## config.mk

```make
export PLATFORM = sky130hd
export DESIGN_NAME = bcd_convert_seq
export DESIGN_NICKNAME = d
export VERILOG_FILES = /design/src/rtl/bcd_convert_seq_pkg.sv /design/src/rtl/bcd_add3.sv /design/src/rtl/bcd_convert_seq.sv
export SDC_FILE = /design/constraint.sdc
export NUM_CORES = 1
export LEC_CHECK = 0
export BUFFER_PORTS_ARGS = -buffer_cell sky130_fd_sc_hd__buf_2
export CORE_MARGIN = 4
export CORE_UTILIZATION = 50
export CTS_CLUSTER_SIZE = 30
export DETAILED_ROUTE_END_ITERATION = 10
export GPL_TIMING_DRIVEN = 1
export MAX_ROUTING_LAYER = met4
export PLACE_DENSITY = 0.71
export REMOVE_ABC_BUFFERS = 1
export SYNTH_ARGS = -nofsm -noshare
export SYNTH_HDL_FRONTEND = slang
export SYNTH_HIERARCHICAL = 1
export SYNTH_SLANG_ARGS = --single-unit
export TNS_END_PERCENT = 5
```

## constraint.sdc

```tcl
create_clock -name clk -period 1.45 [get_ports clk]
set_clock_uncertainty 0.2 [all_clocks]
set_input_delay 0.2175 -clock clk [delete_from_list [all_inputs] [get_ports clk]]
set_output_delay 0.2175 -clock clk [all_outputs]
set_load 0.02 [all_outputs]
```

## src/rtl/bcd_convert_seq_pkg.sv

```systemverilog
// Shared definitions for the binary-to-BCD converter and the display stage.
// Latency: n/a (types and constants only).
// Backpressure: n/a.
//   state_t   : converter FSM encoding (IDLE / SHIFT / DONE)
//   DIGITS    : number of BCD digits held in the scratch register
//   ADJ       : value added to a digit >= 5 before each shift
//   SCRATCH_W : scratch register width in bits
package bcd_convert_seq_pkg;

   typedef enum logic [1:0] {
      ST_IDLE  = 2'd0,
      ST_SHIFT = 2'd1,
      ST_DONE  = 2'd2
   } state_t;

   localparam int         DIGITS    = 3;
   localparam logic [3:0] ADJ       = 4'd3;
   localparam int         SCRATCH_W = 4 * DIGITS;

endpackage

```

## src/rtl/bcd_add3.sv

```systemverilog
// Double-dabble digit correction: a digit of 5 or more gets ADJ added so the
// following left shift carries correctly into the next decade.
// Latency: combinational. Backpressure: none.
//   digit    : current BCD scratch digit (0..9)
//   adjusted : digit, or digit + ADJ when digit >= 5
module bcd_add3
   import bcd_convert_seq_pkg::*;
(
   input  logic [3:0] digit,
   output logic [3:0] adjusted
);

   // Inputs stay within 0..9, so the result never exceeds 12 and fits 4 bits.
   always_comb begin
      adjusted = digit;
      if (digit >= 4'd5) begin
         adjusted = digit + ADJ;
      end
   end

endmodule

```

## src/rtl/bcd_convert_seq.sv

```systemverilog
// Sequential binary-to-BCD converter (shift-and-add-3, one bit per cycle).
// Latency: WIDTH+1 cycles from the accepting edge to the edge raising done.
// Backpressure: start is only honoured in IDLE; starts while busy are dropped.
//   clk      : clock, all state on rising edge
//   clr      : synchronous active-low reset
//   start    : single-cycle conversion request, bin captured when accepted
//   bin      : unsigned binary input, WIDTH bits (legal WIDTH 4..8)
//   busy     : high in SHIFT and DONE
//   done     : one-cycle pulse when hundreds/tens/ones take a new result
//   hundreds/tens/ones : registered BCD digits of the last finished conversion
module bcd_convert_seq
   import bcd_convert_seq_pkg::*;
#(
   parameter int WIDTH = 8
)
(
   input  logic             clk,
   input  logic             clr,
   input  logic             start,
   input  logic [WIDTH-1:0] bin,
   output logic             busy,
   output logic             done,
   output logic [3:0]       hundreds,
   output logic [3:0]       tens,
   output logic [3:0]       ones
);

   state_t                     state;
   logic [WIDTH-1:0]           shreg;
   logic [SCRATCH_W-1:0]       scratch;
   logic [SCRATCH_W-1:0]       adjusted;
   logic [3:0]                 cnt;
   logic [SCRATCH_W+WIDTH-1:0] shifted;

   // One corrector per digit, all working on the current scratch value.
   for (genvar g = 0; g < DIGITS; g++) begin : g_adj
      bcd_add3 u_add3 (
         .digit    (scratch[4*g +: 4]),
         .adjusted (adjusted[4*g +: 4])
      );
   end

   // Corrected scratch and the remaining binary bits move left as one word;
   // the MSB of shreg enters the ones digit.
   assign shifted = {adjusted, shreg} << 1;

   always_ff @(posedge clk) begin
      if (!clr) begin
         state    <= ST_IDLE;
         shreg    <= '0;
         scratch  <= '0;
         cnt      <= '0;
         busy     <= 1'b0;
         done     <= 1'b0;
         hundreds <= '0;
         tens     <= '0;
         ones     <= '0;
      end else begin
         done <= 1'b0;
         case (state)
            ST_IDLE: begin
               if (start) begin
                  shreg   <= bin;
                  scratch <= '0;
                  cnt     <= '0;
                  busy    <= 1'b1;
                  state   <= ST_SHIFT;
               end
            end
            ST_SHIFT: begin
               scratch <= shifted[SCRATCH_W+WIDTH-1:WIDTH];
               shreg   <= shifted[WIDTH-1:0];
               cnt     <= cnt + 4'd1;
               // cnt counts completed shifts; this edge performs the last one.
               if (cnt == 4'(WIDTH - 1)) begin
                  state <= ST_DONE;
               end
            end
            ST_DONE: begin
               hundreds <= scratch[8 +: 4];
               tens     <= scratch[4 +: 4];
               ones     <= scratch[0 +: 4];
               done     <= 1'b1;
               busy     <= 1'b0;
               state    <= ST_IDLE;
            end
            default: begin
               busy  <= 1'b0;
               state <= ST_IDLE;
            end
         endcase
      end
   end

endmodule

```

## Yosys cells after proc, flatten, opt, wreduce, memory -nomap -nowiden

Cells that the tools add are included.

| word-level totals | value |
|---|---|
| output and inout port bits | 14 |
| register bits | 40 |
| input bits | 11 |

| operators by class | value |
|---|---|
| bitwise gates (word level) | 1 |
| $add $sub $neg | 4 |
| equality and inequality tests | 5 |
| order comparisons | 3 |
| reduce and logical (&&, ||, !) cells | 5 |
| mux-type cells | 15 |

Operator list:

| operator | count |
|---|---|
| $pmux 12 s2 | 1 |
| $pmux 8 s2 | 1 |
| $ge 4x3->1 const B | 3 |
| $mux 12 | 1 |
| $mux 4 | 3 |
| $add 4x2->4 const B | 2 |
| $mux 8 | 1 |
| $pmux 4 s2 | 1 |
| $reduce_and 2->1 | 3 |
| $add 4x1->4 const B | 1 |
| $eq 4x3->1 const B | 1 |
| $mux 2 | 2 |
| $ne 2x2->1 const B | 2 |
| $pmux 2 s2 | 1 |
| $add 3x2->3 const B | 1 |
| $mux 3 | 1 |
| $eq 2x1->1 const B | 1 |
| $eq 2x2->1 const B | 1 |
| $logic_not 2->1 | 1 |
| $mux 1 | 2 |
| $pmux 1 s2 | 1 |
| $reduce_bool 2->1 | 1 |
| $not 1->1 | 1 |

## Longest topological paths before layout

Gate-level depths: netlist of the first run.

| logic depth | value |
|---|---|
| depth in word-level cells | 3 |
| depth in mapped cells | 6 |
| gate-level depth less buffers | 6 |

## Hierarchy

Netlist of the first run, hierarchy kept.

Modules (own cells, without submodules):

| module | cells each | area an instance (µm²) | instances | sequential area each (µm²) |
|---|---|---|---|---|
| bcd_convert_seq | 147 | 1,437.6 | 1 | 800.8 |
| bcd_add3 | 16 | 101.3 | 3 | 0.0 |

## Least setup slack after synthesis of the first run

Ideal clock, no wire load.

| path | value |
|---|---|
| path kind | register to register |
| from | reg scratch[9] |
| to | reg scratch[10] |
| data arrival time | 1.181 ns |
| library setup time | 0.117 ns |
| slack | -0.048 ns |
| buffers on the path | 0 |
| stages on the path, launching flop included | 7 |
| cells stage by stage | dfxtp_1 -> inv_1 -> ha_1 -> nand2b_1 -> a21oi_2 -> mux2i_1 -> a22o_1 |

| on the way | value |
|---|---|
| cells in the longest elaborated chain, start to end | 3 |
| elaborated cells between the ends (all ways) | 4 |
| those cells by class | 1 x add/sub; 1 x order compare; 2 x mux |

RTL lines:

| element | line | RTL |
|---|---|---|
| from (decl) | bcd_convert_seq.sv:30 | `logic [SCRATCH_W-1:0] scratch;` |
| from (signal assigned) | bcd_convert_seq.sv:71 | `scratch <= shifted[SCRATCH_W+WIDTH-1:WIDTH];` |
| $ge 4x3->1 / $add 3x2->3 (equally long branches) | bcd_add3.sv:16, bcd_add3.sv:17 |  |
| $mux 3 (*) | bcd_add3.sv:16 | `if (digit >= 4'd5) begin` |
| net adjusted[9] | bcd_convert_seq.sv:31 | `logic [SCRATCH_W-1:0] adjusted;` |
| $pmux 12 s2 (*) | bcd_convert_seq.sv:60 | `case (state)` |

Mark *: on every way through the listed nets, which the timed path passes. The rest lies on a longest branch.
A chain may end at the register's enable or synchronous reset.

## Worst setup path after layout of the first run

| path | value |
|---|---|
| from | reg scratch[1] |
| to | reg scratch[1] |

| on the way | value |
|---|---|
| cells in the longest elaborated chain, start to end | 3 |

RTL lines:

| element | line |
|---|---|
| $ge 4x3->1 | bcd_add3.sv:16 |
| $mux 4 | bcd_add3.sv:16 |
| net adjusted[0] | bcd_convert_seq.sv:31 |
| $pmux 12 s2 | bcd_convert_seq.sv:60 |

The timed path passes the listed nets, and every way through them passes these cells.

==> results of run 1 <==
[sequential cells by signal, summed over array words and instances, names as in the netlist]
register / flops
busy: 1
cnt: 4
done: 1
hundreds: 4
ones: 4
scratch: 12
shreg: 8
state: 2
tens: 4
[worst reg2reg max path, delay by kind of cell, from the launching register on]
family,cells,cell delay [ns]
AO/OA/AOI/OAI,2,0.38
flip-flops,1,0.36
adder cells (fa/ha/maj),1,0.16
AND/OR/NAND/NOR,1,0.15
XOR/XNOR,1,0.10
buffers and inverters,1,0.05
[metal layers]
layer / share of wire / GRT usage / vias to the layer above
li1: - / - / 770
met1: 0.42 / 0.2176 / 700
met2: 0.52 / 0.3886 / 32
met3: 0.045 / 0.06745 / 8
met4: 0.017 / 0.07360 / 0
met5: 0 / - / -
[placed cells by master (no fill, tap or decap), types with 3 or more instances in the layout]
| cell | instances |
|---|---|
| nand2b_1 | 5 |
| buf_2 | 24 |
| nand2_1 | 35 |
| ha_2 | 4 |
| nor2_1 | 5 |
| inv_1 | 9 |
| mux2i_1 | 8 |
| nand2b_4 | 4 |
| o21ai_0 | 7 |
| dfxtp_2 | 7 |
| a21oi_4 | 3 |
| nor3_1 | 4 |
| ha_1 | 3 |
| a21oi_1 | 19 |
| buf_4 | 23 |
| dfxtp_1 | 33 |
| o21ai_1 | 3 |
| xnor2_1 | 3 |
| clkbuf_4 | 5 |
| a22o_1 | 14 |
| dlygate4sd3_1 | 10 |
[worst max-delay path by stage]
stage | end | slack (ns) | startpoint | depth (start not counted)
final | scratch[1] | -0.03 | scratch[1] | 6
after global routing | scratch[2] | -0.14 | scratch[1] | 6
after CTS | scratch[6] | -0.02 | scratch[5] | 6
after detailed placement | scratch[1] | -0.11 | scratch[1] | 6
after global placement | scratch[6] | -0.03 | scratch[5] | 6
after floorplan | shreg[6] | -0.09 | state[1] | 3
[power by group through the flow]
stage,Sequential (W),Clock (W),Combinational (W)
2_1_floorplan,0.00118,0,0.000107
3_3_place_gp,0.00118,0,0.000186
3_5_place_dp,0.00118,0,0.000194
4_1_cts,0.00116,0.000583,0.000221
5_1_grt,0.00116,0.000635,0.000250
6_report,0.00116,0.000566,0.000226
[metrics by stage]
stage,worst slack (ns),utilization,std cells
after CTS,-0.01727,0.6723,294
after floorplan,-0.09312,-,183
after global routing,-0.1388,0.6757,294
after global placement,-0.03150,0.6052,275
after detailed placement,-0.1065,0.6052,275
final,-0.02985,0.6757,294
[area by class of cell]
class	count	area share
multi-input combinational	133	0.3996
sequential	40	0.3590
timing repair buffer	57	0.1743
tap	46	0.02553
clock buffer	5	0.01665
inverter	10	0.01665
clock inverter	3	0.008324
[repair_timing]
action                     4_1_cts  5_1_grt
hold endpoints to repair         9        0
pin swaps                        4        0
hold buffers                    10        0
resized for setup               16        5
setup endpoints to repair        9       13
setup buffers                    1        0
==> flow_summary.json, run 1 <==
{
  "status": "complete, but fails checks",
  "violations": "negative setup slack",
  "cp_cell_sequence": "inv_2 > ha_2 > nand2b_4 > a21oi_4 > xnor2_1 > a22o_1",
  "setup_violations": 6,
  "cts-root-buf": "clkbuf_4",
  "multi_input_area_sq_um": 900.9,
  "tns_ns": -0.09686,
  "holdWs_ns": 0.05571,
  "area_growth_pct": 30.96,
  "fin_area_sq_mm": 0.002255,
  "ys_warn_count": 6,
  "fillCellCount": 277,
  "sequentialPowerShare": 0.594,
  "fin_nets": 265,
  "clock_latency_ns": 0.35,
  "critical_path.slowest_cell": "dfxtp_2",
  "cts.sinks": 40,
  "min_to": "cnt[0]",
  "cp_slowest_stage_delay_ns": 0.36,
  "power_frac_clock": 0.290,
  "drive_gt1_frac": 0.3145,
  "wl_per_cell_um": 13.17,
  "setup_slack_ns": -0.02985,
  "finalPower_w": 0.001950,
  "endpoint_kind": "flip-flop",
  "crit_required_ns": 1.50,
  "cts_buffers": 5,
  "rsz0062_at_grt": "true",
  "wl_um": 3873,
  "crit_fanout": 3,
  "grt_pass1_vias": 1582,
  "tightest_slew_ns": 0.2605,
  "drt-pass1-iter-count": 4,
  "drc": 0,
  "cts_tree": "done",
  "h-tree-depth": 2,
  "rrSetupSlack_ns": -0.03,
  "register_area_sq_um": 809.5,
  "pin_count": 25,
  "cap_violations": 0,
  "grt_use_total": 0.2149,
  "leakagePower_nw": 0.9927,
  "p_int_w": 0.001434,
  "globalRouteOverflowTotal": 0,
  "viasPerCell": 5.136,
  "hpwl_um": 2733,
  "fmax_ghz": 0.6757,
  "power_density_mw_per_mm2": 865.0,
  "synth_cells": 191,
  "core-area_sq_mm": 0.003337,
  "p_switching_w": 0.0005166,
  "switching_share": 0.2649,
  "hold_viol": 0,
  "hold_start": "clr",
  "finalCriticalPeriod_ns": 1.480,
  "cp-start-kind": "flip-flop",
  "hold_path_class": "input pin to flip-flop",
  "cp.arrival_ns": 1.53,
  "syn_area_per_cell_sq_um": 9.014,
  "clockBufferDepth": 2,
  "die_height_um": 66.68,
  "num_rows": 21,
  "slew_violations": 0,
  "globalplace.congestion": 0.8535,
  "die-area_sq_mm": 0.004446,
  "die_w_um": 66.68,
  "grt_pass1_wl_um": 6989,
  "ant_nets": 0,
  "vias": 1510,
  "start_util": 0.5159,
  "grt_max_degree": 14,
  "diodes": 0,
  "vdd_drop_max_mv": 0.7843,
  "critPathTopFamily": "compound AO/OA/AOI/OAI gates",
  "synth_area_sq_mm": 0.001722,
  "p_comb_frac": 0.116,
  "crit_type": "flip-flop to flip-flop",
  "min_period_over_period": 1.021,
  "placed_cell_area_sq_mm": 0.002019,
  "r2r_end": "scratch[1]",
  "worst-path-buf-inv": 1,
  "drt_iter0_markers": 56,
  "io_buffers": 24,
  "slew_headroom": 0.8261,
  "antenna_found_initial": 0,
  "hold_path_depth": 3,
  "clkTransAtPathRegs_ns": 0.13,
  "r2r_start": "scratch[1]",
  "reg2regPathDepth": 6
}
Note: power is estimated with default switching activity, not from simulation.
==> inputs of run 2 (changes only) <==
--- a/config.mk
+++ b/config.mk
@@ -5,6 +5,7 @@
 export SDC_FILE = /design/constraint.sdc
 export NUM_CORES = 1
 export LEC_CHECK = 0
+export ABC_AREA = 1
 export BUFFER_PORTS_ARGS = -buffer_cell sky130_fd_sc_hd__buf_2
 export CORE_MARGIN = 4
 export CORE_UTILIZATION = 50
@@ -12,7 +13,7 @@
 export DETAILED_ROUTE_END_ITERATION = 10
 export GPL_TIMING_DRIVEN = 1
 export MAX_ROUTING_LAYER = met4
-export PLACE_DENSITY = 0.71
+export PLACE_DENSITY = 0.7
 export REMOVE_ABC_BUFFERS = 1
 export SYNTH_ARGS = -nofsm -noshare
 export SYNTH_HDL_FRONTEND = slang
==> flow_summary.json, run 2 <==
{
  "synth_cells": 277,
  "layout_common_cells": "nand2_1, nor2_1, dfxtp_1",
  "rsz0062_at_grt": "true",
  "ant_nets": 0,
  "status": "finished, final reports clean",
  "die_w_um": 72.24,
  "holdWs_ns": 0.07224,
  "endpoint_kind": "flip-flop",
  "drc": 0,
  "r2r_start": "scratch[0]",
  "drt-pass1-iter-count": 4,
  "io_buffers": 24,
  "fmax_ghz": 0.7157,
  "synth_area_sq_mm": 0.002063,
  "h-tree-depth": 2,
  "slew_headroom": 0.8184,
  "die-area_sq_mm": 0.005218,
  "largest_register_ffs": 12,
  "power_density_mw_per_mm2": 875.1,
  "leakagePower_nw": 1.111,
  "grt_use_total": 0.1753,
  "crit_fanout": 5,
  "cp-start-kind": "flip-flop",
  "tightest_slew_ns": 0.2722,
  "largest_register": "scratch",
  "diodes": 0,
  "grt_max_degree": 24,
  "grt_pass1_wl_um": 7182,
  "clkTransAtPathRegs_ns": 0.08,
  "vdd_drop_max_mv": 0.4273,
  "place_inst": 359,
  "crit_required_ns": 1.41,
  "vias": 1777,
  "clockBufferDepth": 2,
  "die_height_um": 72.24,
  "area_growth_pct": 19.04,
  "setup_violations": 0,
  "hpwl_um": 2883,
  "start_util": 0.5158,
  "cts.sinks": 40,
  "crit_path_end": "scratch[1]",
  "ys_warn_count": 6,
  "wl_per_cell_um": 10.98,
  "antenna_found_initial": 0,
  "drive_gt1_frac": 0.3197,
  "reg2regPathDepth": 8,
  "globalplace.congestion": 0.9567,
  "cp.arrival_ns": 1.36,
  "layout_commonest_cell": "nand2_1",
  "min_period_over_period": 0.9636,
  "cp-startpoint": "scratch[0]",
  "globalRouteOverflowTotal": 0,
  "drt_iter0_markers": 50,
  "top_regs": "scratch: 12 flops, shreg: 8 flops",
  "pin_count": 25,
  "grt_pass1_vias": 1705,
  "cts-root-buf": "clkbuf_8",
  "final_util": 0.6140,
  "wl_um": 4050,
  "slew_violations": 0,
  "cap_violations": 0,
  "rrSetupSlack_ns": 0.05,
  "hold_viol": 0,
  "hold_path_class": "input pin to flip-flop",
  "viasPerCell": 4.816,
  "cts_buffers": 5,
  "core-area_sq_mm": 0.004000,
  "layout.cells.non_filler": 369,
  "clock_latency_ns": 0.28,
  "finalCriticalPeriod_ns": 1.397,
  "cts_tree": "done",
  "crit_type": "flip-flop to flip-flop",
  "fin_nets": 336,
  "r2r_end": "scratch[1]",
  "num_rows": 23,
  "syn_area_per_cell_sq_um": 7.448,
  "postCtsSetupBuffers": 0
}
[run 2: cell count changes in the layout (fill, tap and decap cells not counted), sizes merged, moves of 9 or more]
cell and delta:
a21oi -13, a22o -14, inv +22, nand2 +33, nand2b -9, nand3 +22, nor2 +39, o21ai +24
[run 2: final cells by class]
| type | instances | area [sq um] |
|---|---|---|
| Clock buffer | 8 | 90.09 |
| Multi-Input combinational cell | 194 | 1074 |
| Sequential cell | 40 | 812.0 |
| Timing Repair Buffer | 45 | 295.3 |
| Inverter | 32 | 122.6 |
| Fill cell | 378 | 1544 |
| Tap cell | 50 | 62.56 |
[run 2: through the flow]
step	TNS (ns)	area, sq um	setup slack, ns	power (W)
6_report	0	2456	0.05284	0.002149
5_1_grt	-0.07867	2456	-0.03124	0.002250
4_1_cts	0	2430	0.008763	0.002179
3_5_place_dp	-0.06632	2317	-0.03052	0.001428
3_3_place_gp	0	2317	0.02096	0.001425
2_1_floorplan	0	1979	0.04224	0.001332
[run 2: how the worst min path moves through the flow]
stage                  start  cells past startpoint  slack (ns)         end
floorplan                clr                      2        0.12    shreg[7]
global placement    shreg[7]                      2        0.25  scratch[0]
detailed placement  shreg[7]                      2        0.25  scratch[0]
CTS                    start                      3        0.07    state[0]
global route          bin[3]                      5        0.08    shreg[3]
finish                 start                      3        0.07    state[0]
[run 2: metal layers]
| metal | track usage | vias up | wire [um] |
|---|---|---|---|
| met1 | 0.2114 | 784 | 1954 |
| li1 | - | 960 | - |
| met3 | 0.03324 | 4 | 152 |
| met5 | - | - | 0 |
| met2 | 0.2963 | 29 | 1902 |
| met4 | 0.05219 | 0 | 40 |
[run 2: timing repair]
item | CTS | global route
hold buffers | 2 | 0
endpoints found under the hold margin | 2 | 0
setup endpoints to repair | 4 | 13
pin swaps | 0 | 8
gates resized for setup | 2 | 17
[run 2: critical path, stage by stage, from the launching register on]
cell,delay [ns]
dfxtp_4,0.37
inv_1,0.06
ha_1,0.24
nor2_4,0.14
nor2_4,0.06
nand2_1,0.06
nand2_1,0.05
nand2_1,0.06
o21ai_1,0.05
[run 2: power breakdown]
group          switching (W)  leakage (nW)  internal (W)
clock               0.000355        0.0455      0.000388
combinational       0.000147         0.737      0.000102
sequential         0.0000267         0.328       0.00113
total               0.000529          1.11       0.00162
==> inputs of run 3 (changes only) <==
--- a/config.mk
+++ b/config.mk
@@ -9,7 +9,7 @@
 export BUFFER_PORTS_ARGS = -buffer_cell sky130_fd_sc_hd__buf_2
 export CORE_MARGIN = 4
 export CORE_UTILIZATION = 50
-export CTS_CLUSTER_SIZE = 30
+export CTS_CLUSTER_SIZE = 16
 export DETAILED_ROUTE_END_ITERATION = 10
 export GPL_TIMING_DRIVEN = 1
 export MAX_ROUTING_LAYER = met4
==> constraint.sdc (replaced) <==
create_clock -name clk -period 1.45 [get_ports clk]
set_clock_uncertainty 0.2 [all_clocks]
set_input_delay 0.145 -clock clk [delete_from_list [all_inputs] [get_ports clk]]
set_output_delay 0.145 -clock clk [all_outputs]
set_load 0.02 [all_outputs]
==> flow_summary.json, run 3 (synthesized netlist as in run 2, its figures left out) <==
{
  "grt_pass1_vias": 1721,
  "wl_met1_um": 2031,
  "setup_violations": 0,
  "cap_violations": 0,
  "clock_latency_ns": 0.28,
  "cp_slowest_stage_delay_ns": 0.37,
  "hold_path_class": "input pin to flip-flop",
  "status": "finished, final reports clean",
  "drt-pass1-iter-count": 4,
  "area_growth_pct": 21.16,
  "cts_buffers": 5,
  "cp_cell_sequence": "inv_1 > ha_2 > nor2_4 > nor2_4 > nand2_1 > nand2_1 > nand2_1 > o21ai_1",
  "start_util": 0.5158,
  "place_inst": 359,
  "clockBufferDepth": 2,
  "cp.arrival_ns": 1.40,
  "routed-wl-met2_um": 1968,
  "routed.top_layer": "met4",
  "layout_common_cells": "nand2_1, nor2_1, dfxtp_1",
  "fin_nets": 338,
  "final_util": 0.6250,
  "critPathTopFamily": "flip-flops",
  "hpwl_um": 2883,
  "h-tree-depth": 2,
  "globalplace.congestion": 0.9567,
  "fmax_ghz": 0.7169,
  "cts_tree": "done",
  "ant_nets": 0,
  "endpoint_kind": "flip-flop",
  "vias": 1791,
  "largest_register": "scratch",
  "io_buffers": 24,
  "min_period_over_period": 0.9620,
  "num_rows": 23,
  "slew_headroom": 0.8058,
  "die-area_sq_mm": 0.005218,
  "cts-root-buf": "clkbuf_8",
  "clkTransAtPathRegs_ns": 0.07,
  "viasPerCell": 4.827,
  "hold_viol": 0,
  "tightest_slew_ns": 0.2909,
  "pin_count": 25,
  "diodes": 0,
  "slew_violations": 0,
  "antenna_found_initial": 0,
  "power_density_mw_per_mm2": 861.8,
  "placed_cell_area_sq_mm": 0.002317,
  "vdd_drop_max_mv": 0.4487,
  "crit_type": "flip-flop to flip-flop",
  "layout.cells.non_filler": 371,
  "drt_iter0_markers": 68,
  "core-area_sq_mm": 0.004000,
  "die_height_um": 72.24,
  "globalRouteOverflowTotal": 0,
  "grt_use_total": 0.1765,
  "wl_per_cell_um": 11.26,
  "rsz0062_at_grt": "true",
  "drive_gt1_frac": 0.3302,
  "cp-start-kind": "flip-flop",
  "largest_register_ffs": 12,
  "tns_ns": 0,
  "layout_commonest_cell": "nand2_1",
  "grt_max_degree": 24,
  "worst-path-buf-inv": 1,
  "path_common_cell": "nand2_1",
  "cts.sinks": 40,
  "die_w_um": 72.24,
  "grt_pass1_wl_um": 7238,
  "top_regs": "scratch: 12 flops, shreg: 8 flops",
  "wl_um": 4179,
  "finalCriticalPeriod_ns": 1.395,
  "wl_met3_um": 112,
  "fin_area_sq_mm": 0.002500,
  "leakagePower_nw": 1.119,
  "crit_fanout": 5,
  "crit_required_ns": 1.46,
  "drc": 0,
  "critical_path.slowest_cell": "dfxtp_4",
  "holdWs_ns": 0.008581
}
-- run 3: cell count changes in the layout (fill, tap and decap cells not counted), sizes merged --
cell,previous run,this run
buf,43,44
dlygate4sd3,2,3
-- run 3: cell type report --
| type | count | area (sq um) |
|---|---|---|
| timing repair buffer | 47 | 312.8 |
| inverter | 32 | 122.6 |
| clock buffer | 8 | 90.09 |
| sequential | 40 | 812.0 |
| fill | 366 | 1500 |
| tap | 50 | 62.56 |
| multi-input combinational | 194 | 1100 |
-- run 3: final timing paths --
path	slack, ns	from	cells past startpoint	endpoint
max	0.06	scratch[0]	8	scratch[1]
min	0.009	bin[1]	5	shreg[1]
max reg2reg	0.06	scratch[0]	8	scratch[1]
min reg2reg	0.26	shreg[7]	2	scratch[0]
-- run 3: power breakdown --
| part | switching [W] | internal [W] | total [W] |
|---|---|---|---|
| Clock | 0.000350 | 0.000388 | 0.000738 |
| Sequential | 0.0000275 | 0.00113 | 0.00116 |
| Combinational | 0.000151 | 0.000107 | 0.000259 |
-- run 3: stage by stage --
step	power [W]	setup slack (ns)
final	0.002154	0.05504
after global routing	0.002260	-0.01553
after CTS	0.002181	0.008763
after floorplan	0.001332	0.04224
after detailed placement	0.001428	-0.03052
after global placement	0.001425	0.02096
-- run 3: repair_timing --
action	in CTS	in global routing
hold buffers	3	0
endpoints found under the setup margin	4	15
hold endpoints to repair	3	0
setup buffers	0	1
pin swaps	0	10
gates resized for setup	2	22
-- run 3: routing by layer --
| layer | up-vias | GRT usage |
|---|---|---|
| met5 | - | - |
| met4 | 0 | 0.05219 |
| met3 | 8 | 0.03324 |
| met2 | 27 | 0.3003 |
| met1 | 793 | 0.2114 |
| li1 | 963 | - |
-- run 3: worst min-delay path: stages --
cell	delay [ns]
buf_2	0.09
inv_1	0.04
nand2_1	0.06
nand3_2	0.07
a21oi_2	0.04
